File: src/rtl/cdc_fifo_write_ctrl.sv
// Write-domain pointer and flag controller for a dual-clock asynchronous FIFO.
// Holds the binary write pointer, publishes its registered Gray copy to the read
// domain, synchronizes the read pointer in, and derives full / almost_full /
// free_count / sticky overflow against the synchronized (possibly stale) read pointer.
module cdc_fifo_write_ctrl #(
    parameter int ADDRESS_WIDTH         = 4,
    parameter int SYNC_STAGES           = 2,
    parameter int ALMOST_FULL_THRESHOLD = 2
) (
    input  logic                     clock,
    input  logic                     reset,
    input  logic                     write_request,
    input  logic                     clear_overflow,
    input  logic [ADDRESS_WIDTH:0]   read_pointer_gray,
    output logic                     write_enable,
    output logic [ADDRESS_WIDTH-1:0] write_address,
    output logic [ADDRESS_WIDTH:0]   write_pointer_gray,
    output logic                     full,
    output logic                     almost_full,
    output logic [ADDRESS_WIDTH:0]   free_count,
    output logic                     overflow
);

    localparam int                   PW        = ADDRESS_WIDTH + 1;
    localparam logic [ADDRESS_WIDTH:0] DEPTH     = PW'(1) << ADDRESS_WIDTH;
    localparam logic [ADDRESS_WIDTH:0] THRESHOLD = PW'(ALMOST_FULL_THRESHOLD);

    function automatic logic [ADDRESS_WIDTH:0] bin_to_gray(input logic [ADDRESS_WIDTH:0] b);
        return b ^ (b >> 1);
    endfunction

    function automatic logic [ADDRESS_WIDTH:0] gray_to_bin(input logic [ADDRESS_WIDTH:0] g);
        logic [ADDRESS_WIDTH:0] b;
        b[ADDRESS_WIDTH] = g[ADDRESS_WIDTH];
        for (int i = ADDRESS_WIDTH - 1; i >= 0; i--) begin
            b[i] = b[i + 1] ^ g[i];
        end
        return b;
    endfunction

    logic [ADDRESS_WIDTH:0] wp;
    logic [ADDRESS_WIDTH:0] wp_next;
    logic [ADDRESS_WIDTH:0] rp;
    logic [ADDRESS_WIDTH:0] used;
    logic [ADDRESS_WIDTH:0] sync_chain [SYNC_STAGES];

    // Read-pointer synchronizer: a pure flop chain, no logic between stages.
    // NOTE: every stage is reset, so a freshly reset FIFO never sees a garbage
    // read pointer that could fake a full or non-empty condition.
    always_ff @(posedge clock or posedge reset) begin
        if (reset) begin
            for (int i = 0; i < SYNC_STAGES; i++) begin
                sync_chain[i] <= '0;
            end
        end else begin
            sync_chain[0] <= read_pointer_gray;
            for (int i = 1; i < SYNC_STAGES; i++) begin
                sync_chain[i] <= sync_chain[i - 1];
            end
        end
    end

    // Flag and occupancy logic from the write pointer and the synchronized read pointer.
    // NOTE: every output of this block gets a value on every path, so no latch is inferred.
    always_comb begin
        rp           = gray_to_bin(sync_chain[SYNC_STAGES - 1]);
        used         = wp - rp;
        full         = (wp[ADDRESS_WIDTH] != rp[ADDRESS_WIDTH]) &&
                       (wp[ADDRESS_WIDTH-1:0] == rp[ADDRESS_WIDTH-1:0]);
        free_count   = DEPTH - used;
        almost_full  = (free_count <= THRESHOLD);
        write_enable = write_request && !full;
        wp_next      = wp + PW'(write_enable);
    end

    assign write_address = wp[ADDRESS_WIDTH-1:0];

    // Write pointer and its Gray copy advance together, so the Gray output is
    // a clean register that changes exactly one bit per accepted write.
    // NOTE: sequential state uses non-blocking assignments so every flop samples
    // the pre-edge values regardless of statement order.
    always_ff @(posedge clock or posedge reset) begin
        if (reset) begin
            wp                 <= '0;
            write_pointer_gray <= '0;
        end else begin
            wp                 <= wp_next;
            write_pointer_gray <= bin_to_gray(wp_next);
        end
    end

    // Sticky overflow: a dropped write sets it, and setting wins over clearing.
    always_ff @(posedge clock or posedge reset) begin
        if (reset) begin
            overflow <= 1'b0;
        end else if (write_request && full) begin
            overflow <= 1'b1;
        end else if (clear_overflow) begin
            overflow <= 1'b0;
        end
    end

endmodule

File: config.mk
export PLATFORM = sky130hd
export DESIGN_NAME = cdc_fifo_write_ctrl
export DESIGN_NICKNAME = d
export VERILOG_FILES = /design/src/rtl/cdc_fifo_write_ctrl.sv
export SDC_FILE = /design/constraint.sdc
export NUM_CORES = 1
export LEC_CHECK = 0
export CAP_MARGIN = 25
export CORE_ASPECT_RATIO = 0.75
export CORE_MARGIN = 2
export CORE_UTILIZATION = 41
export DETAILED_ROUTE_END_ITERATION = 8
export GPL_TIMING_DRIVEN = 0
export HOLD_SLACK_MARGIN = 0.03
export PLACE_DENSITY = 0.7
export SLEW_MARGIN = 20
export SYNTH_ARGS = -nofsm -noshare
export SYNTH_HDL_FRONTEND = slang
export SYNTH_SLANG_ARGS = --single-unit
File: constraint.sdc
create_clock -name clock -period 3.31 [get_ports clock]
set_input_delay 0.993 -clock clock [delete_from_list [all_inputs] [get_ports clock]]
set_output_delay 0.993 -clock clock [all_outputs]
set_load 0.005 [all_outputs]
# Word level (Yosys, flattened, before mapping)
# Cells that the tools add are included.
[op_classes]
addsub = 3
multipliers = 0
div_mod_pow = 0
n_lt_le_gt_ge = 1
eq_ne = 2
n_shift = 0
muxes = 2
n_bitwise = 5
reduce_logical = 5
[ops]
columns = ["op", "count"]
rows = [
  ["adder 5 x 1 -> 5 bit", 1],
  ["less-or-equal comparator 5 x 2 -> 1 bit (second input constant)", 1],
  ["subtractor 5 bit", 1],
  ["subtractor 5 bit (first input constant)", 1],
  ["bitwise XOR 5 x 4 -> 5 bit", 1],
  ["== test 4 bit", 1],
  ["bitwise XOR 1 bit", 4],
  ["logical AND 1 bit", 3],
  ["two-way mux 1 bit", 2],
  ["nonzero test 2 bit", 1],
  ["zero test 1 bit", 1],
  ["inequality test 1 bit", 1],
]
[word_totals]
regBits = 21
latch_bits = 0
mem_bits_rw = 0
romBits = 0
inputBits = 9
out_inout_bits = 18
word_cells = 23
memories = 0

# Depth between registers and ports, before layout
# Gate-level depths: netlist (run 1).
[logic_depth]
ltp_word = 10
ltp_mapped = 12
mapped_depth_nobuf = 12

# Worst setup path after synthesis (run 1)
# No wires, ideal clock.
[synth_timing]
path_kind = "register -> output"
startpoint = "register sync_chain (netlist bit rp[4])"
endpoint = "output port almost_full"
t_arrival_ns = 2.459
t_required_ns = 2.317
path_slack_ns = -0.142
path_stages_with_launch = 12
n_path_buf = 0
cell_sequence = "dfrtp_1 -> xor3_2 -> xor2_2 -> xnor2_1 -> ha_1 -> inv_1 -> ha_1 -> inv_1 -> fa_1 -> xnor2_1 -> a211oi_1 -> a21boi_1"
[synth_between]
elab_chain_len = 7
[synth_rtl]
columns = ["item", "line_no", "text"]
rows = [
  ["from (decl)", "45", "logic [ADDRESS_WIDTH:0] sync_chain [SYNC_STAGES];"],
  ["from (signal, indexed assignment)", "58", "sync_chain[i] <= sync_chain[i - 1];"],
  ["bitwise XOR 1 bit (*)", "36", "b[i] = b[i + 1] ^ g[i];"],
  ["bitwise XOR 1 bit (3 in a row)", "36", ""],
  ["subtractor 5 bit (*)", "67", "used = wp - rp;"],
  ["subtractor 5 bit (*)", "70", "free_count = DEPTH - used;"],
  ["net free_count[3]", "20", "output logic [ADDRESS_WIDTH:0] free_count,"],
  ["less-or-equal comparator 5 x 2 -> 1 bit (*)", "71", "almost_full = (free_count <= THRESHOLD);"],
  ["to (decl)", "19", "output logic almost_full,"],
]
# The timed path passes the listed nets; every way through them passes the cells marked *.

# Worst setup path in the final report (run 1)
[layout_timing]
startpoint = "register sync_chain[3] (netlist bit)"
endpoint = "output port almost_full"
[layout_between]
elab_chain_len = 7
[layout_rtl]
columns = ["item", "line_no"]
rows = [
  ["bitwise XOR 1 bit (*)", "36"],
  ["bitwise XOR 1 bit (3 in a row)", "36"],
  ["subtractor 5 bit (*)", "67"],
  ["subtractor 5 bit (*)", "70"],
  ["less-or-equal comparator 5 x 2 -> 1 bit (*)", "71"],
]
# Mark *: on every way between the ends. The rest lies on a longest branch, timed or not.

==> run metrics, run 1 <==
grt ovf=0; # fillers=166; Setup WS pre-CTS=-662.8 ps; end of the critical path=almost_full; CP delay by family, top=adder cells; worst r2r dst=write_pointer_gray[1]; Syn Std Cell Area=920.9 sq um; die width=58.73 microns; DRT Wirelength=1559 microns; I/O pin count=27; placeable core area=2067 sq um; Multi-input gate area=460.4 sq um; worst slew pin tran=713.8 ps; H-tree level count=1; area delta synth->final=49.19%; TritonRoute pass-1 iters=5; Reg clk slew, reported paths=100 ps; Most common cell on crit path=inv_2; R2R depth=14; most common cell after layout, fill and taps aside=dfrtp_1; vias in the first global route=608; post-route setup slack=-531.4 ps; vias per cell=4.733; type of the worst setup path=reg -> out; Avg Cell Area, Syn=13.35 sq um; drt wl/cell=11.90 microns; vias post-DR=620; clock sinks=20; worst min-delay path class=reg -> reg; most frequent cells in the layout=dfrtp_1 (20), clkdlybuf4s50_1 (18), inv_1 (9); post-route ant nets=0; layout net count=127; worst-path fanout max=2; share of cells above drive strength 1=31.78%; Max Cap Violations=0; # rows=14; number of synthesized register bits=20; Cells after Synth=69; Worst R2R Start=sync_chain[3]; CP peak stage delay=520 ps; worst-case clock buffer depth=2; CP max-delay cell=fa_2; sequential area share after synthesis=54.35%; RSZ-0062 raised after global routing=true; Synth cell types=21; WP depth=12; post-synth top area cell=dfrtp_1; final worst path period need=3841 ps; Antenna diodes=0; Starting Density=44.55%; outcome=finished with violations; largest net degree at the start of global routing=21; Slew headroom=52.36%; Num CTS Buffers=3; initial antenna violation count=0; top cell type's share of synthesized area=54.35%; clk root buf=clkbuf_4; CP arrival=2850 ps; Ys Warns=0; total power=1.439 mW; Peak Freq=0.2603 GHz; chip height=45.05 microns; PwrDens=1047 nW/um^2; CP startpoint=sync_chain[3]; VDD IR-drop max=0.0003864 V; die area=2645 sq um; worst skew pair latency=290 ps; Reg area=500.5 sq um; CP bufs+invs=4; CTS tree=yes; Pleak=0.6562 nW; gpl congestion=0.7950; DRC viols=2; hold violation total from the final report=0; GRT Util Overall=13.87%; first-pass GRT wire length=2608 microns; failing checks=DRC, setup timing; Final Util=66.46%; # port buffers=26; synth top area cells=dfrtp_1 (54%), ha_1 (12%), xnor2_1 (6.7%), inv_1 (4.9%), xor2_1 (3.8%); setup TNS=-1488 ps; Syn Nets=88; Iter 0 DRT Violations=5; crit path cell chain=xor3_2 -> xor2_4 -> xnor2_1 -> ha_2 -> inv_2 -> ha_4 -> inv_2 -> fa_2 -> inv_2 -> a211oi_2 -> a21boi_2 -> buf_2; Worst setup EP type=output port; final worst path period share=116.1%; clock skew=8.114 ps; post-DP HPWL=1166 microns; final setup vio count=4; Final Max Tran Viols=0; Setup crit start kind=flop; setup slack, reg-to-reg=240 ps; Req. time, crit path=2320 ps
cells in the mapped netlist, drive strengths merged:
cell / instances
and3: 1
and2: 1
fa: 1
a21o: 1
xor2: 5
a22o: 1
o21ai: 1
dfrtp: 20
xor3: 2
nand3: 2
or3: 1
a21boi: 1
ha: 9
nor2b: 1
xnor2: 7
nand4: 1
inv: 12
nor2: 1
a211oi: 1
area by class of cell:
| cell class | instances | area share [%] |
|---|---|---|
| flip-flops and latches | 20 | 36.43 |
| multi-input cells | 37 | 33.52 |
| repair buffers | 34 | 21.95 |
| inverters | 12 | 3.279 |
| clock buffers | 4 | 2.641 |
| well taps | 24 | 2.186 |
logic make-up (layout without fill, tap and decap cells):
group / after synthesis / in the layout / share of synthesized area (%)
flip-flops: 20 / 20 / 54.35
XOR/XNOR: 14 / 14 / 17.53
buffers and inverters: 12 / 50 / 4.891
adder cells (fa/ha/maj): 10 / 10 / 14.40
AND/OR/NAND/NOR: 8 / 8 / 4.893
AO/OA/AOI/OAI: 5 / 5 / 3.941
registers in the layout, indices dropped and copies added, names as in the netlist:
name	count
sync_chain	9
wp	5
write_pointer_gray	4
overflow	1
rp	1
worst min path at each step:
stage / start / to / depth (start not counted)
detailed placement: sync_chain[9] / rp[4] / 0
CTS: sync_chain[9] / rp[4] / 0
global placement: sync_chain[6] / sync_chain[1] / 0
finish: sync_chain[9] / rp[4] / 0
floorplan: sync_chain[9] / rp[4] / 0
global route: sync_chain[8] / sync_chain[3] / 0
per-layer routing:
| layer | wire length (microns) | GRT usage (%) | vias up |
|---|---|---|---|
| li1 | - | - | 299 |
| met1 | 642 | 15.57 | 301 |
| met2 | 797 | 24.00 | 20 |
| met3 | 120 | 5.444 | 0 |
| met4 | 0 | 5.455 | 0 |
| met5 | 0 | 0 | - |
stage by stage:
stage | area (sq um) | instances | hold slack, ps
CTS | 1340 | 129 | 361.2
floorplan | 934.6 | 69 | 331.2
global placement | 1225 | 119 | 332.7
detailed placement | 1225 | 119 | 337.2
finish | 1374 | 131 | 358.3
global route | 1374 | 131 | 368.1
where the power goes:
| group | switching (mW) | internal [mW] | total, mW |
|---|---|---|---|
| clock | 0.0699 | 0.0670 | 0.137 |
| combinational | 0.381 | 0.559 | 0.940 |
| sequential | 0.0470 | 0.315 | 0.362 |
repair_timing:
action,4_1_cts,5_1_grt
pin swaps,9,9
setup buffers,6,3
gates cloned,0,0
resized for setup,35,6
endpoints found under the setup margin,8,6
hold buffers,0,0
Power figures use the tool's default switching activity.
==> run 2, diff against run 1 <==
- SKIP_LAST_GASP: unset -> 1
==> results of run 2 <==
No change in the layout: final DEF, timing and power equal those of run 1.
==> run 3, diff against run 2 <==
- CORE_UTILIZATION: 41 -> 45
- PLACE_DENSITY: 0.7 -> 0.73
- clock period: 3.31 -> 4.2 ns (I/O delays scaled with it)
==> run metrics, run 3 (synthesized netlist as in run 1, its figures left out) <==
initial antenna violation count=0 (unchanged); most frequent cells in the layout=clkdlybuf4s50_1 (22), dfrtp_1 (20), inv_1 (11) (was dfrtp_1 (20), clkdlybuf4s50_1 (18), inv_1 (9)); first-pass GRT wire length=2691 microns (was 2608 microns); I/O pin count=27 (unchanged); gpl congestion=0.7478 (was 0.7950); clock sinks=20 (unchanged); max reg flops=9 (unchanged); total power=1.101 mW (was 1.439 mW); top flop regs=sync_chain x9, wp x5, write_pointer_gray x4 (unchanged); VDD IR-drop max=0.0004707 V (was 0.0003864 V); Antenna diodes=0 (unchanged); Starting Density=46.94% (was 44.55%); CP arrival=2900 ps (was 2850 ps); TritonRoute pass-1 iters=4 (was 5); worst skew pair latency=300 ps (was 290 ps); Final Max Tran Viols=0 (unchanged); # hold bufs at CTS=0 (unchanged); worst min-delay path class=reg -> reg (unchanged); vias in the first global route=581 (was 608); crit path cell chain=xor3_2 -> xor2_2 -> xnor2_1 -> ha_2 -> inv_1 -> ha_2 -> inv_1 -> fa_2 -> inv_2 -> a211oi_2 -> a21boi_2 -> buf_2 (was xor3_2 -> xor2_4 -> xnor2_1 -> ha_2 -> inv_2 -> ha_4 -> inv_2 -> fa_2 -> inv_2 -> a211oi_2 -> a21boi_2 -> buf_2); clock skew=9.277 ps (was 8.114 ps); # port buffers=26 (unchanged); Setup crit start kind=flop (unchanged); routing usage on met3=5.793% (was 5.444%); share of cells above drive strength 1=19.42% (was 31.78%); chip height=43.18 microns (was 45.05 microns); Slew headroom=52.20% (was 52.36%); GRT Util Overall=15.60% (was 13.87%); DRT Wirelength=1597 microns (was 1559 microns); Worst setup EP type=output port (unchanged); worst-case clock buffer depth=2 (unchanged); CTS tree=yes (unchanged); most common cell after layout, fill and taps aside=clkdlybuf4s50_1 (was dfrtp_1); post-route ant nets=0 (unchanged); Hold Path Depth=0 (unchanged); R2R depth=11 (was 14); CP peak stage delay=530 ps (was 520 ps); Pleak=0.6379 nW (was 0.6562 nW); Num CTS Buffers=3 (unchanged); area delta synth->final=44.43% (was 49.19%); worst slew pin tran=716.2 ps (was 713.8 ps); PwrDens=827.5 nW/um^2 (was 1047 nW/um^2); CP max-delay cell=fa_2 (unchanged); Layout Cells excl Fill=127 (was 131); met1 Use GR=17.76% (was 15.57%); layout net count=123 (was 127); Iter 0 DRT Violations=6 (was 5); hold violation total from the final report=0 (unchanged); clk root buf=clkbuf_4 (unchanged); final setup vio count=0 (was 4); final worst path period need=4160 ps; largest register by flop count=sync_chain (unchanged); # rows=14 (unchanged); met2 global-route usage=27.06% (was 24.00%); Max Cap Violations=0 (unchanged); die area=2428 sq um (was 2645 sq um); placeable core area=1962 sq um (was 2067 sq um); H-tree level count=1 (unchanged); die width=56.24 microns (was 58.73 microns); final worst path period share=99.04%; largest net degree at the start of global routing=21 (unchanged); grt ovf=0 (unchanged); Reg clk slew, reported paths=110 ps (was 100 ps); vias per cell=4.756 (was 4.733); RSZ-0062 raised after global routing=true (unchanged); GRT busiest layer=met2 (unchanged); worst-path fanout max=2 (unchanged); outcome=finished, final reports clean (was finished with violations); post-DP HPWL=1182 microns (was 1166 microns); DRC viols=0 (was 2); type of the worst setup path=reg -> out (unchanged); Peak Freq=0.2404 GHz; Placed Cells=119 (unchanged); drt wl/cell=12.57 microns (was 11.90 microns); vias post-DR=604 (was 620); Req. time, crit path=2940 ps (was 2320 ps)
## run 3: changes by cell type in the layout (fill, tap and decap cells not counted), sizes merged
cell	delta
clkbuf	-3
bufinv	+1
buf	-7
clkdlybuf4s50	+4
dlymetal6s2s	+1
## run 3: cell type report
type / count / area [sq um]
Clock inverter: 1 / 30.03
Fill cell: 150 / 631.9
Inverter: 12 / 45.04
Tap cell: 24 / 30.03
Clock buffer: 3 / 22.52
Multi-Input combinational cell: 37 / 416.7
Sequential cell: 20 / 500.5
Timing Repair Buffer: 30 / 285.3
## run 3: worst paths after layout
kind	from	end	slack [ps]
max reg2reg	sync_chain[3]	write_pointer_gray[1]	1370
max in group asynchronous	reset	sync_chain[7]	2380
min reg2reg	sync_chain[9]	rp[4]	350
max	sync_chain[3]	almost_full	40
min	sync_chain[9]	rp[4]	350
min in group asynchronous	reset	write_pointer_gray[1]	1360
## run 3: report_power, final
group / leakage (nW) / switching, mW / internal [mW] / total, mW
registers: 0.235 / 0.0359 / 0.248 / 0.284
clock network: 0.0279 / 0.0575 / 0.0964 / 0.154
logic: 0.375 / 0.279 / 0.384 / 0.663
total: 0.638 / 0.372 / 0.728 / 1.10
## run 3: per-layer routing
| metal | vias up | part of all wire, % |
|---|---|---|
| met2 | 20 | 51 |
| met1 | 295 | 41 |
| met3 | 2 | 6.7 |
| met4 | 0 | 1.1 |
| met5 | - | 0 |
| li1 | 287 | - |
## run 3: worst max-delay path, delay by kind of cell, from the launching register on
kind | cells | cell delay [ps]
XOR/XNOR | 3 | 770
flip-flops | 1 | 370
adder cells (fa/ha/maj) | 3 | 860
AO/OA/AOI/OAI | 2 | 340
buffers and inverters | 4 | 270
## run 3: repair_timing
action / in CTS / in global routing
resized for setup: 13 / 3
endpoints found under the setup margin: 4 / 3
pin swaps: 5 / 5
setup buffers: 3 / 1
## run 3: per-stage QoR
| stage | cell area, sq um | util (%) | setup slack, ps | hold slack, ps | setup TNS (ps) |
|---|---|---|---|---|---|
| after detailed placement | 1211 | 61.73 | -190.8 | 334.7 | -190.8 |
| final | 1330 | 67.79 | 40.42 | 347.9 | 0 |
| after CTS | 1315 | 67.03 | -54.92 | 353.9 | -101.2 |
| after global placement | 1211 | 61.73 | -120.5 | 333.5 | -120.5 |
| after global routing | 1330 | 67.79 | -153.0 | 369.3 | -153.0 |
| after floorplan | 920.9 | - | 480.9 | 331.2 | 0 |
